<file path="src/rtl/regfile_window_if.sv">
// regfile_window_if: register-file read ports, window beat handshake and scan control
interface regfile_window_if #(
    parameter int DATA_WIDTH = 8,
    parameter int ADDR_WIDTH = 5
);
    logic                  start;
    logic                  busy;
    logic                  done;
    logic [ADDR_WIDTH-1:0] rf_add1, rf_add2, rf_add3, rf_add4;
    logic [DATA_WIDTH-1:0] rf_data1, rf_data2, rf_data3, rf_data4;
    logic [DATA_WIDTH-1:0] win_data1, win_data2, win_data3, win_data4;
    logic [3:0]            win_row, win_col;
    logic                  win_valid;
    logic                  win_ready;
    modport master (
        input  start, rf_data1, rf_data2, rf_data3, rf_data4, win_ready,
        output busy, done, rf_add1, rf_add2, rf_add3, rf_add4,
               win_data1, win_data2, win_data3, win_data4, win_row, win_col, win_valid
    );
    modport slave (
        output start, rf_data1, rf_data2, rf_data3, rf_data4, win_ready,
        input  busy, done, rf_add1, rf_add2, rf_add3, rf_add4,
               win_data1, win_data2, win_data3, win_data4, win_row, win_col, win_valid
    );
endinterface

</file>
<file path="src/rtl/regfile_window_reader.sv">
// regfile_window_reader: scans a row-major tile as 2x2 stride-1 windows onto a valid/ready stream
module regfile_window_reader #(
    parameter int DATA_WIDTH = 8,
    parameter int ADDR_WIDTH = 5,
    parameter int IMG_W      = 5,
    parameter int IMG_H      = 6
) (
    input logic clk,
    input logic nrst,
    regfile_window_if.master bus
);
    typedef enum logic [1:0] {IDLE, RUN, DONE} state_t;
    state_t state, next_state;
    logic [3:0]  fr, fc;
    logic        exhausted, load, last_fetch, row_end, hs;
    logic [15:0] base;
    assign base        = 16'(fr) * 16'(IMG_W) + 16'(fc);
    assign bus.rf_add1 = ADDR_WIDTH'(base);
    assign bus.rf_add2 = ADDR_WIDTH'(base + 16'd1);
    assign bus.rf_add3 = ADDR_WIDTH'(base + 16'(IMG_W));
    assign bus.rf_add4 = ADDR_WIDTH'(base + 16'(IMG_W) + 16'd1);
    assign hs          = bus.win_valid && bus.win_ready;
    assign load        = state == RUN && !exhausted && (!bus.win_valid || bus.win_ready);
    assign row_end     = fc == 4'(IMG_W - 2);
    assign last_fetch  = row_end && fr == 4'(IMG_H - 2);
    assign bus.busy    = state == RUN;
    assign bus.done    = state == DONE;
    always_comb begin
        next_state = state == IDLE ? (bus.start ? RUN : IDLE) :
                     state == RUN  ? (exhausted && hs ? DONE : RUN) : IDLE;
    end
    always_ff @(posedge clk or negedge nrst) begin
        if (!nrst) begin
            state         <= IDLE;
            fr            <= '0;
            fc            <= '0;
            exhausted     <= 1'b0;
            bus.win_valid <= 1'b0;
            bus.win_row   <= '0;
            bus.win_col   <= '0;
            bus.win_data1 <= '0;
            bus.win_data2 <= '0;
            bus.win_data3 <= '0;
            bus.win_data4 <= '0;
        end else begin
            state <= next_state;
            if (load) begin
                bus.win_data1 <= bus.rf_data1;
                bus.win_data2 <= bus.rf_data2;
                bus.win_data3 <= bus.rf_data3;
                bus.win_data4 <= bus.rf_data4;
                bus.win_row   <= fr;
                bus.win_col   <= fc;
                bus.win_valid <= 1'b1;
                // counters return to window (0,0) once the final window is fetched
                fc            <= row_end ? '0 : fc + 4'd1;
                fr            <= last_fetch ? '0 : row_end ? fr + 4'd1 : fr;
                exhausted     <= last_fetch;
            end else if (hs) begin
                bus.win_valid <= 1'b0;
            end
            if (state == DONE) exhausted <= 1'b0;
        end
    end
endmodule
</file>
<file path="src/flat_wrapper.sv">
// flat-port wrapper written by rule: the top's interface ports become plain ports
module regfile_window_reader_flat 
#(
    parameter int DATA_WIDTH = 8,
    parameter int ADDR_WIDTH = 5,
    parameter int IMG_W      = 5,
    parameter int IMG_H      = 6
)
  (clk, nrst, bus_start, bus_rf_data1, bus_rf_data2, bus_rf_data3, bus_rf_data4, bus_win_ready, bus_busy, bus_done, bus_rf_add1, bus_rf_add2, bus_rf_add3, bus_rf_add4, bus_win_data1, bus_win_data2, bus_win_data3, bus_win_data4, bus_win_row, bus_win_col, bus_win_valid);
  regfile_window_if #(.DATA_WIDTH(DATA_WIDTH), .ADDR_WIDTH(ADDR_WIDTH)) bus_i ();
  input logic clk;
  input logic nrst;
  input wire logic [$bits(bus_i.start)-1:0] bus_start;
  input wire logic [$bits(bus_i.rf_data1)-1:0] bus_rf_data1;
  input wire logic [$bits(bus_i.rf_data2)-1:0] bus_rf_data2;
  input wire logic [$bits(bus_i.rf_data3)-1:0] bus_rf_data3;
  input wire logic [$bits(bus_i.rf_data4)-1:0] bus_rf_data4;
  input wire logic [$bits(bus_i.win_ready)-1:0] bus_win_ready;
  output wire logic [$bits(bus_i.busy)-1:0] bus_busy;
  output wire logic [$bits(bus_i.done)-1:0] bus_done;
  output wire logic [$bits(bus_i.rf_add1)-1:0] bus_rf_add1;
  output wire logic [$bits(bus_i.rf_add2)-1:0] bus_rf_add2;
  output wire logic [$bits(bus_i.rf_add3)-1:0] bus_rf_add3;
  output wire logic [$bits(bus_i.rf_add4)-1:0] bus_rf_add4;
  output wire logic [$bits(bus_i.win_data1)-1:0] bus_win_data1;
  output wire logic [$bits(bus_i.win_data2)-1:0] bus_win_data2;
  output wire logic [$bits(bus_i.win_data3)-1:0] bus_win_data3;
  output wire logic [$bits(bus_i.win_data4)-1:0] bus_win_data4;
  output wire logic [$bits(bus_i.win_row)-1:0] bus_win_row;
  output wire logic [$bits(bus_i.win_col)-1:0] bus_win_col;
  output wire logic [$bits(bus_i.win_valid)-1:0] bus_win_valid;
  assign bus_i.start = bus_start;
  assign bus_i.rf_data1 = bus_rf_data1;
  assign bus_i.rf_data2 = bus_rf_data2;
  assign bus_i.rf_data3 = bus_rf_data3;
  assign bus_i.rf_data4 = bus_rf_data4;
  assign bus_i.win_ready = bus_win_ready;
  assign bus_busy = bus_i.busy;
  assign bus_done = bus_i.done;
  assign bus_rf_add1 = bus_i.rf_add1;
  assign bus_rf_add2 = bus_i.rf_add2;
  assign bus_rf_add3 = bus_i.rf_add3;
  assign bus_rf_add4 = bus_i.rf_add4;
  assign bus_win_data1 = bus_i.win_data1;
  assign bus_win_data2 = bus_i.win_data2;
  assign bus_win_data3 = bus_i.win_data3;
  assign bus_win_data4 = bus_i.win_data4;
  assign bus_win_row = bus_i.win_row;
  assign bus_win_col = bus_i.win_col;
  assign bus_win_valid = bus_i.win_valid;
  regfile_window_reader #(.DATA_WIDTH(DATA_WIDTH), .ADDR_WIDTH(ADDR_WIDTH), .IMG_W(IMG_W), .IMG_H(IMG_H)) u_core (.clk(clk), .nrst(nrst), .bus(bus_i));
endmodule
</file>
<file path="config.mk">
export PLATFORM = sky130hd
export DESIGN_NAME = regfile_window_reader_flat
export DESIGN_NICKNAME = d
export VERILOG_FILES = /design/src/rtl/regfile_window_if.sv /design/src/rtl/regfile_window_reader.sv /design/src/flat_wrapper.sv
export SDC_FILE = /design/constraint.sdc
export NUM_CORES = 1
export LEC_CHECK = 0
export CAP_MARGIN = 20
export CORE_AREA = 2 2 82 84
export CTS_BUF_LIST = sky130_fd_sc_hd__clkbuf_8
export DETAILED_ROUTE_END_ITERATION = 7
export DIE_AREA = 0 0 84 86
export GPL_TIMING_DRIVEN = 0
export PLACE_DENSITY_LB_ADDON = 0.25
export SETUP_SLACK_MARGIN = 0.02
export SLEW_MARGIN = 0
export SYNTH_ARGS = -nofsm -noshare
export SYNTH_HDL_FRONTEND = slang
export SYNTH_SLANG_ARGS = --single-unit
</file>
<file path="constraint.sdc">
create_clock -name clk -period 3.26 [get_ports clk]
set_input_delay 0.652 -clock clk [delete_from_list [all_inputs] [get_ports clk]]
set_output_delay 0.652 -clock clk [all_outputs]
set_load 0.03 [all_outputs]
</file>
# Yosys cells after proc, flatten, opt, wreduce, memory -nomap -nowiden
# Cells that the tools add are included.
word_totals:
  output_inout_bits: 63
  register_bits: 52
  word_cells: 46
op_classes:
  n_addsub: 6
  n_mux: 11
  mul: 1
  n_reduce_logical: 13
  n_eq_ne: 4
ops:
  columns: ["operator", "count"]
  rows:
  - ["4-bit 2-to-1 mux", 3]
  - ["5-bit by 1-bit adder with 5-bit output, second input constant", 2]
  - ["4-bit by 1-bit adder with 4-bit output, second input constant", 2]
  - ["2-bit 2-to-1 mux", 3]
  - ["2-bit nonzero test", 3]
  - ["5-bit by 3-bit adder with 5-bit output, second input constant", 1]
  - ["5-bit by 4-bit adder with 5-bit output", 1]
  - ["1-bit logical AND", 5]
  - ["4-bit by 3-bit multiplier with 5-bit output, second input constant", 1]
  - ["1-bit 2-to-1 mux", 5]
  - ["4-bit by 2-bit equality test with 1-bit output, second input constant", 1]
  - ["4-bit by 3-bit equality test with 1-bit output, second input constant", 1]
  - ["2-bit by 1-bit equality test with 1-bit output, second input constant", 1]
  - ["2-bit equality test, second input constant", 1]
  - ["1-bit logical NOT", 2]
  - ["2-bit logical NOT", 1]
  - ["2-bit AND reduction", 1]
  - ["1-bit logical OR", 1]

# Longest topological paths before layout
# Gate-level depths: netlist of run 1.
depth:
  depth_word: 5
  mapped_depth: 9
  mapped_depth_nobuf: 9

# Worst setup path before layout of run 1
# Ideal clock, no wire load.
synth_path:
  kind: "register -> output"
  from: "reg u_core.fr[0]"
  to: "out bus_rf_add4[3]"
  stages_incl_launch_ff: 9
  required_ns: 2.608
  setup_slack_ns: -0.726
  arrival_time_ns: 3.334
  path_buffers: 0
  cell_sequence: "dfrtp_1 -> ha_1 -> ha_1 -> inv_1 -> fa_1 -> xor2_1 -> inv_1 -> nor3_1 -> xor2_1"
synth_between:
  elab_chain_len: 4
synth_lines:
  columns: ["item", "line_no", "text"]
  rows:
  - ["start: declaration", "regfile_window_reader.sv:14", "logic [3:0] fr, fc;"]
  - ["start signal: assignment", "regfile_window_reader.sv:57", "fr <= last_fetch ? '0 : row_end ? fr + 4'd1 : fr;"]
  - ["4-bit by 3-bit multiplier with 5-bit output", "regfile_window_reader.sv:17", "assign base = 16'(fr) * 16'(IMG_W) + 16'(fc);"]
  - ["5-bit by 4-bit adder with 5-bit output", "regfile_window_reader.sv:17", null]
  - ["5-bit by 3-bit adder with 5-bit output", null, null]
  - ["named net bus_rf_add3[2]", "flat_wrapper.sv:23", "output wire logic [$bits(bus_i.rf_add3)-1:0] bus_rf_add3;"]
  - ["5-bit by 1-bit adder with 5-bit output", "regfile_window_reader.sv:21", "assign bus.rf_add4 = ADDR_WIDTH'(base + 16'(IMG_W) + 16'd1);"]
  - ["end: declaration", "flat_wrapper.sv:24", "output wire logic [$bits(bus_i.rf_add4)-1:0] bus_rf_add4;"]
# The timed path passes the listed nets, and every way through them passes these cells.

# Worst setup path in the final report of run 1
layout_path:
  from: "reg u_core.fr[2]"
  to: "out bus_rf_add4[4]"
layout_between:
  elab_chain_len: 4
layout_lines:
  columns: ["item", "line_no"]
  rows:
  - ["4-bit by 3-bit multiplier with 5-bit output", "regfile_window_reader.sv:17"]
  - ["5-bit by 4-bit adder with 5-bit output", "regfile_window_reader.sv:17"]
  - ["5-bit by 3-bit adder with 5-bit output", "regfile_window_reader.sv:21"]
  - ["5-bit by 1-bit adder with 5-bit output", "regfile_window_reader.sv:21"]
# Every way passes these cells.

==> results of run 1 <==
[cells in the final DEF, fill, tap and decap left out, types with 6 or more instances in the layout]
cell type / count
buf_4: 19
buf_6: 7
clkdlybuf4s50_1: 83
dfrtp_1: 48
ha_1: 6
ha_4: 8
inv_1: 9
nand2_1: 120
o21ai_0: 7
[routing by layer]
metal,GRT usage,share of wire
met3,0.0452,0.064
met5,0,0
met1,0.213,0.42
met2,0.290,0.50
met4,0.0425,0.011
[what timing repair did]
item	in CTS	in global routing
gates resized for setup	70	26
pin swaps	9	5
endpoints found under the hold margin	0	0
buffers inserted	10	4
endpoints found under the setup margin	14	11
hold buffers	0	0
[kinds of logic after synthesis]
logic type / Yosys count / synth area share
buffers and inverters: 24 / 0.0438
AND/OR/NAND/NOR: 143 / 0.238
flip-flops: 52 / 0.517
adder cells (fa/ha/maj): 17 / 0.0905
XOR/XNOR: 13 / 0.0602
AO/OA/AOI/OAI: 15 / 0.0373
multiplexers: 3 / 0.0129
[Yosys cell counts, types with 2 or more instances]
master      n  area (um^2)
nand2_1   121          454
dfrtp_1    52         1300
ha_1       15          188
inv_1      12         45.0
o21ai_0     7         35.0
nand3_1     5         25.0
xnor2_1     5         43.8
buf_2       4         20.0
buf_4       4         30.0
clkbuf_1    4         15.0
xor2_1      4         35.0
a21o_1      3         22.5
nor2_1      3         11.3
nor3_1      3         15.0
fa_1        2         40.0
mux2_2      2         22.5
nand2b_1    2         12.5
nor2b_1     2         12.5
xnor2_2     2         32.5
[layout make-up]
cell class	instances	area, um^2	share of cell area
Buffer	12	65.1	0.0160
Clock buffer	5	68.8	0.0169
Clock inverter	3	42.5	0.0104
Inverter	12	45.0	0.0110
Multi-Input combinational cell	191	1340	0.328
Sequential cell	52	1310	0.320
Tap cell	77	96.3	0.0236
Timing Repair Buffer	113	1120	0.274
[metrics by stage]
step           setup slack, ns  hold slack [ns]  utilization  area (um^2)
5_1_grt                 -0.332            0.358        0.650         4080
6_report                -0.234            0.314        0.650         4080
3_3_place_gp            -0.654            0.457        0.590         3710
2_1_floorplan           -0.157            0.356            -         2630
4_1_cts                 -0.220            0.329        0.640         4020
3_5_place_dp            -0.689            0.461        0.593         3720
[state kept, by name, indices dropped and copies added, names as in the netlist]
signal / count
u_core.exhausted: 1
u_core.bus.win_data2: 8
u_core.bus.win_data1: 8
u_core.bus.win_data3: 8
u_core.bus.win_valid: 1
u_core.bus.win_col: 4
u_core.bus.win_row: 4
u_core.fr: 4
u_core.fc: 4
u_core.state: 2
u_core.bus.win_data4: 8
[path summary, 6_finish.rpt]
check / end / slack [ns]
min in group clk: u_core.bus.win_data2[4] / 0.48
max in group asynchronous: u_core.fr[3] / 2.39
worst min-delay path: u_core.bus.win_data2[4] / 0.31
worst max register to register: u_core.fr[3] / 1.47
worst min register to register: u_core.bus.win_data2[4] / 0.48
worst max-delay path: bus_rf_add4[4] / -0.23
==> run metrics, run 1 <==
die area 7220 um^2; Vias approximately 2,100; asr flop ratio synth 1.00; via count of the first global-routing pass around 2,100; setup TNS -0.606 ns; clock root cell clkbuf_8; Final Max Slew Viols 0; CP bufs+invs 3; CTS tree built; Critical Path RT around 2.6 ns; first-pass GRT wire length about 9900 um; TritonRoute pass-1 iters 4; syn_area_per_cell around 9.4 um^2; slowest stage cell, crit path fa_2; Die Y about 86 um; Worst setup SP type flip-flop; family with the most delay on the worst path adder cells; Setup violations, final 4; DIE WIDTH 84 um; sequential share of the synthesized area 0.517; slew margin rel. 0.632; vias per std cell around 4.6; Inst Count DP between 400 and 500; synth warn 0; Starting Density 0.401; CTS buffer count 5; global route overflow 0; Max Buffers Root-to-Sink 2; Period minus WS final roughly 3.5 ns; Reg-to-Reg Start u_core.fc[1]; post-synthesis cell type count 34; worst-margin pin slew between 0.5 and 0.6 ns; Reg2Reg Depth 6; max cap viols 0; Detailed Route Iter0 Violations 97; final wirelength between 6000 and 7000 um; final setup skew 0.00971 ns; RSZ-0062 raised after global routing true; GRT Util Overall 0.169; CP Depth 9; initial antenna violation count 0; Synth Register Bits 52; Post-synth top flop dfrtp_1; layout cells sized above 1 0.206; RD Place Congestion roughly 0.72; Clk pin slew, worst setup/hold paths roughly 0.10 ns; ANT cells 0; Peak Freq ~290 MHz; fillcell total 489; P&R area growth vs syn 62.2%; Critical Path Fanout Max 4; largest net degree at the start of global routing 30; critical path type reg -> out; DR DRC count 0; critical path's largest stage delay ~0.6 ns; number of flops mapped to enable cells by yosys 0; synthesized instance count about 270; final count of hold timing violations 0; CP startpoint u_core.fr[2]; num ports 99; failing checks setup timing; Clock Latency Late Sink 0.31 ns; CP endpoint kind output pin; Detailed Place HPWL approximately 4200 um; fin crit share 1.07; routed wire length per instance around 13 um; CTS Sinks between 50 and 60; setup ws final -0.234 ns; outcome finished, violations left; crit path cell chain ha_4 > ha_4 > inv_2 > fa_2 > inv_2 > o21ai_2 > xor2_2 > xor3_2 > buf_6; Port Buf Inserts 98; Post-Syn Area approximately 2500 um^2; critical path arrival approximately 2.8 ns; antenna-violating nets left 0; post-synth net total 320; Core Area about 6300 um^2; Hold Path Class in -> async; Non-Filler Instances ~470; # H-tree levels 2; floorplan row count 29; nets 440
Power of run 1 is not shown: default switching activity piles up to over one toggle a cycle in this logic, so the estimate is an artifact.
==> run 2: changes to the inputs <==
Settings changed: CORE_AREA 2 2 82 84 to 2 2 59 116, DIE_AREA 0 0 84 86 to 0 0 61 118.
==> run metrics, run 2 (synthesis results as in run 1) <==
outcome finished, violations left; failing checks setup timing; slew margin rel. 0.586 (-0.0468); RD Place Congestion 0.777 (+7.9%); worst-margin pin slew 0.621 ns (+0.0701 ns); Vias 2,175 (+2.4%); register area 1310 um^2 (about the same); fillcell total 503 (+2.9%); commonest cells after routing, fill and taps aside nand2_1 (120), clkdlybuf4s50_1 (83), dfrtp_1 (47), buf_4 (13), buf_6 (13); final setup skew 0.0106 ns (+0.000869 ns); DIE WIDTH 61 um (-27%); clock root cell clkbuf_8; Starting Density 0.399 (-0.00207); Final Max Slew Viols 0 (unchanged); die area 7200 um^2 (-0.36%); layout cells sized above 1 0.214 (+0.00773); Inst Count DP 452 (+2.0%); Hold Path Class in -> async; P&R area growth vs syn 62.7%; setup TNS -0.922 ns (-0.315 ns); CTS Hold Buffers Added 0 (unchanged); initial antenna violation count 0 (unchanged); multi-input logic area 1330 um^2 (-0.56%); GRT Util Overall 0.186 (+0.0170); max cap viols 0 (unchanged); Detailed Route Iter0 Violations 36 (-63%); pre-CTS WS -0.759 ns (-0.0702 ns); Port Buf Inserts 98 (unchanged); critical path type reg -> out; fin crit share 1.10 (+0.0248); Period minus WS final 3.57 ns (+0.0809 ns); global route overflow 0 (unchanged); TritonRoute pass-1 iters 4 (unchanged); CP endpoint kind output pin; Clk pin slew, worst setup/hold paths 0.10 ns (about the same); CTS buffer count 5 (unchanged); floorplan row count 41 (+41%); Detailed Place HPWL 4530 um (+6.5%); final wirelength 6110 um (+1.7%); Critical Path Fanout Max 4 (unchanged); Worst setup SP type flip-flop; Peak Freq 280 MHz (-2.3%); # H-tree levels 2 (unchanged); nets 440 (unchanged); most common cell after layout, fill and taps aside nand2_1; setup ws final -0.315 ns (-0.0809 ns); largest net degree at the start of global routing 28 (-6.7%); DR DRC count 0 (unchanged); RSZ-0062 raised after global routing true; Clock Latency Late Sink 0.31 ns (about the same); Setup violations, final 6 (+2); Reg2Reg Depth 6 (unchanged); ANT cells 0 (unchanged); Die Y 118 um (+37%); Register-to-Register Setup Slack 1.41 ns (-0.06 ns); CTS tree built; first-pass GRT wire length 10,200 um (+3.9%); Core Area 6310 um^2 (+0.52%); Critical Path RT 2.61 ns (about the same); antenna-violating nets left 0 (unchanged); Max Buffers Root-to-Sink 2 (unchanged); fin util 0.648 (-0.00137); Non-Filler Instances 474 (+1.9%); final count of hold timing violations 0 (unchanged); CTS Sinks 52 (unchanged); vias per std cell 4.59 (+0.50%); num ports 99 (unchanged); routed wire length per instance 12.9 um (-0.18%); via count of the first global-routing pass 2,246 (+5.5%); critical path arrival 2.92 ns (+0.08 ns)
## run 2: routing by layer
metal / routed length (um) / share of wire / GRT usage / up-vias
met5: 0 / 0 / 0 / -
met4: 116 / 0.019 / 0.0652 / 0
met3: 246 / 0.040 / 0.0286 / 10
met2: 3520 / 0.58 / 0.341 / 64
met1: 2230 / 0.37 / 0.202 / 1035
li1: - / - / - / 1066
## run 2: path summary, 6_finish.rpt
path | from | endpoint
worst max-delay path | u_core.fr[2] | bus_rf_add4[4]
worst min-delay path | nrst | u_core.bus.win_data4[6]
worst max register to register | u_core.fc[1] | u_core.fr[3]
worst min register to register | u_core.bus.win_col[2] | u_core.bus.win_col[2]
max in group asynchronous | nrst | u_core.bus.win_data4[0]
min in group clk | u_core.bus.win_col[2] | u_core.bus.win_col[2]
## run 2: worst max-delay path: stages (launching register included)
cell	delay, ns
dfrtp_2	0.44
ha_4	0.25
ha_4	0.27
inv_2	0.04
fa_2	0.62
buf_6	0.13
inv_6	0.04
o21ai_4	0.13
xor2_2	0.18
xor3_2	0.36
buf_6	0.15
## run 2: what timing repair did
action / in CTS / in global routing
pin swaps: 10 / 12
setup buffers: 10 / 4
gates resized for setup: 74 / 28
setup endpoints to repair: 14 / 11
## run 2: final cells by class
cell class / instances / area share
buffer: 12 / 0.0159
inverter: 12 / 0.0122
tap: 86 / 0.0263
clock buffer: 6 / 0.0202
timing repair buffer: 113 / 0.277
sequential: 52 / 0.320
clock inverter: 2 / 0.00336
multi-input combinational: 191 / 0.325
## run 2: per-stage QoR
step                cell area, um^2  hold slack, ns
CTS                            4010           0.366
detailed placement             3730           0.462
global route                   4090           0.379
finish                         4090           0.342
floorplan                      2630           0.356
global placement               3720           0.458
Power of run 2 is left out for the same reason.
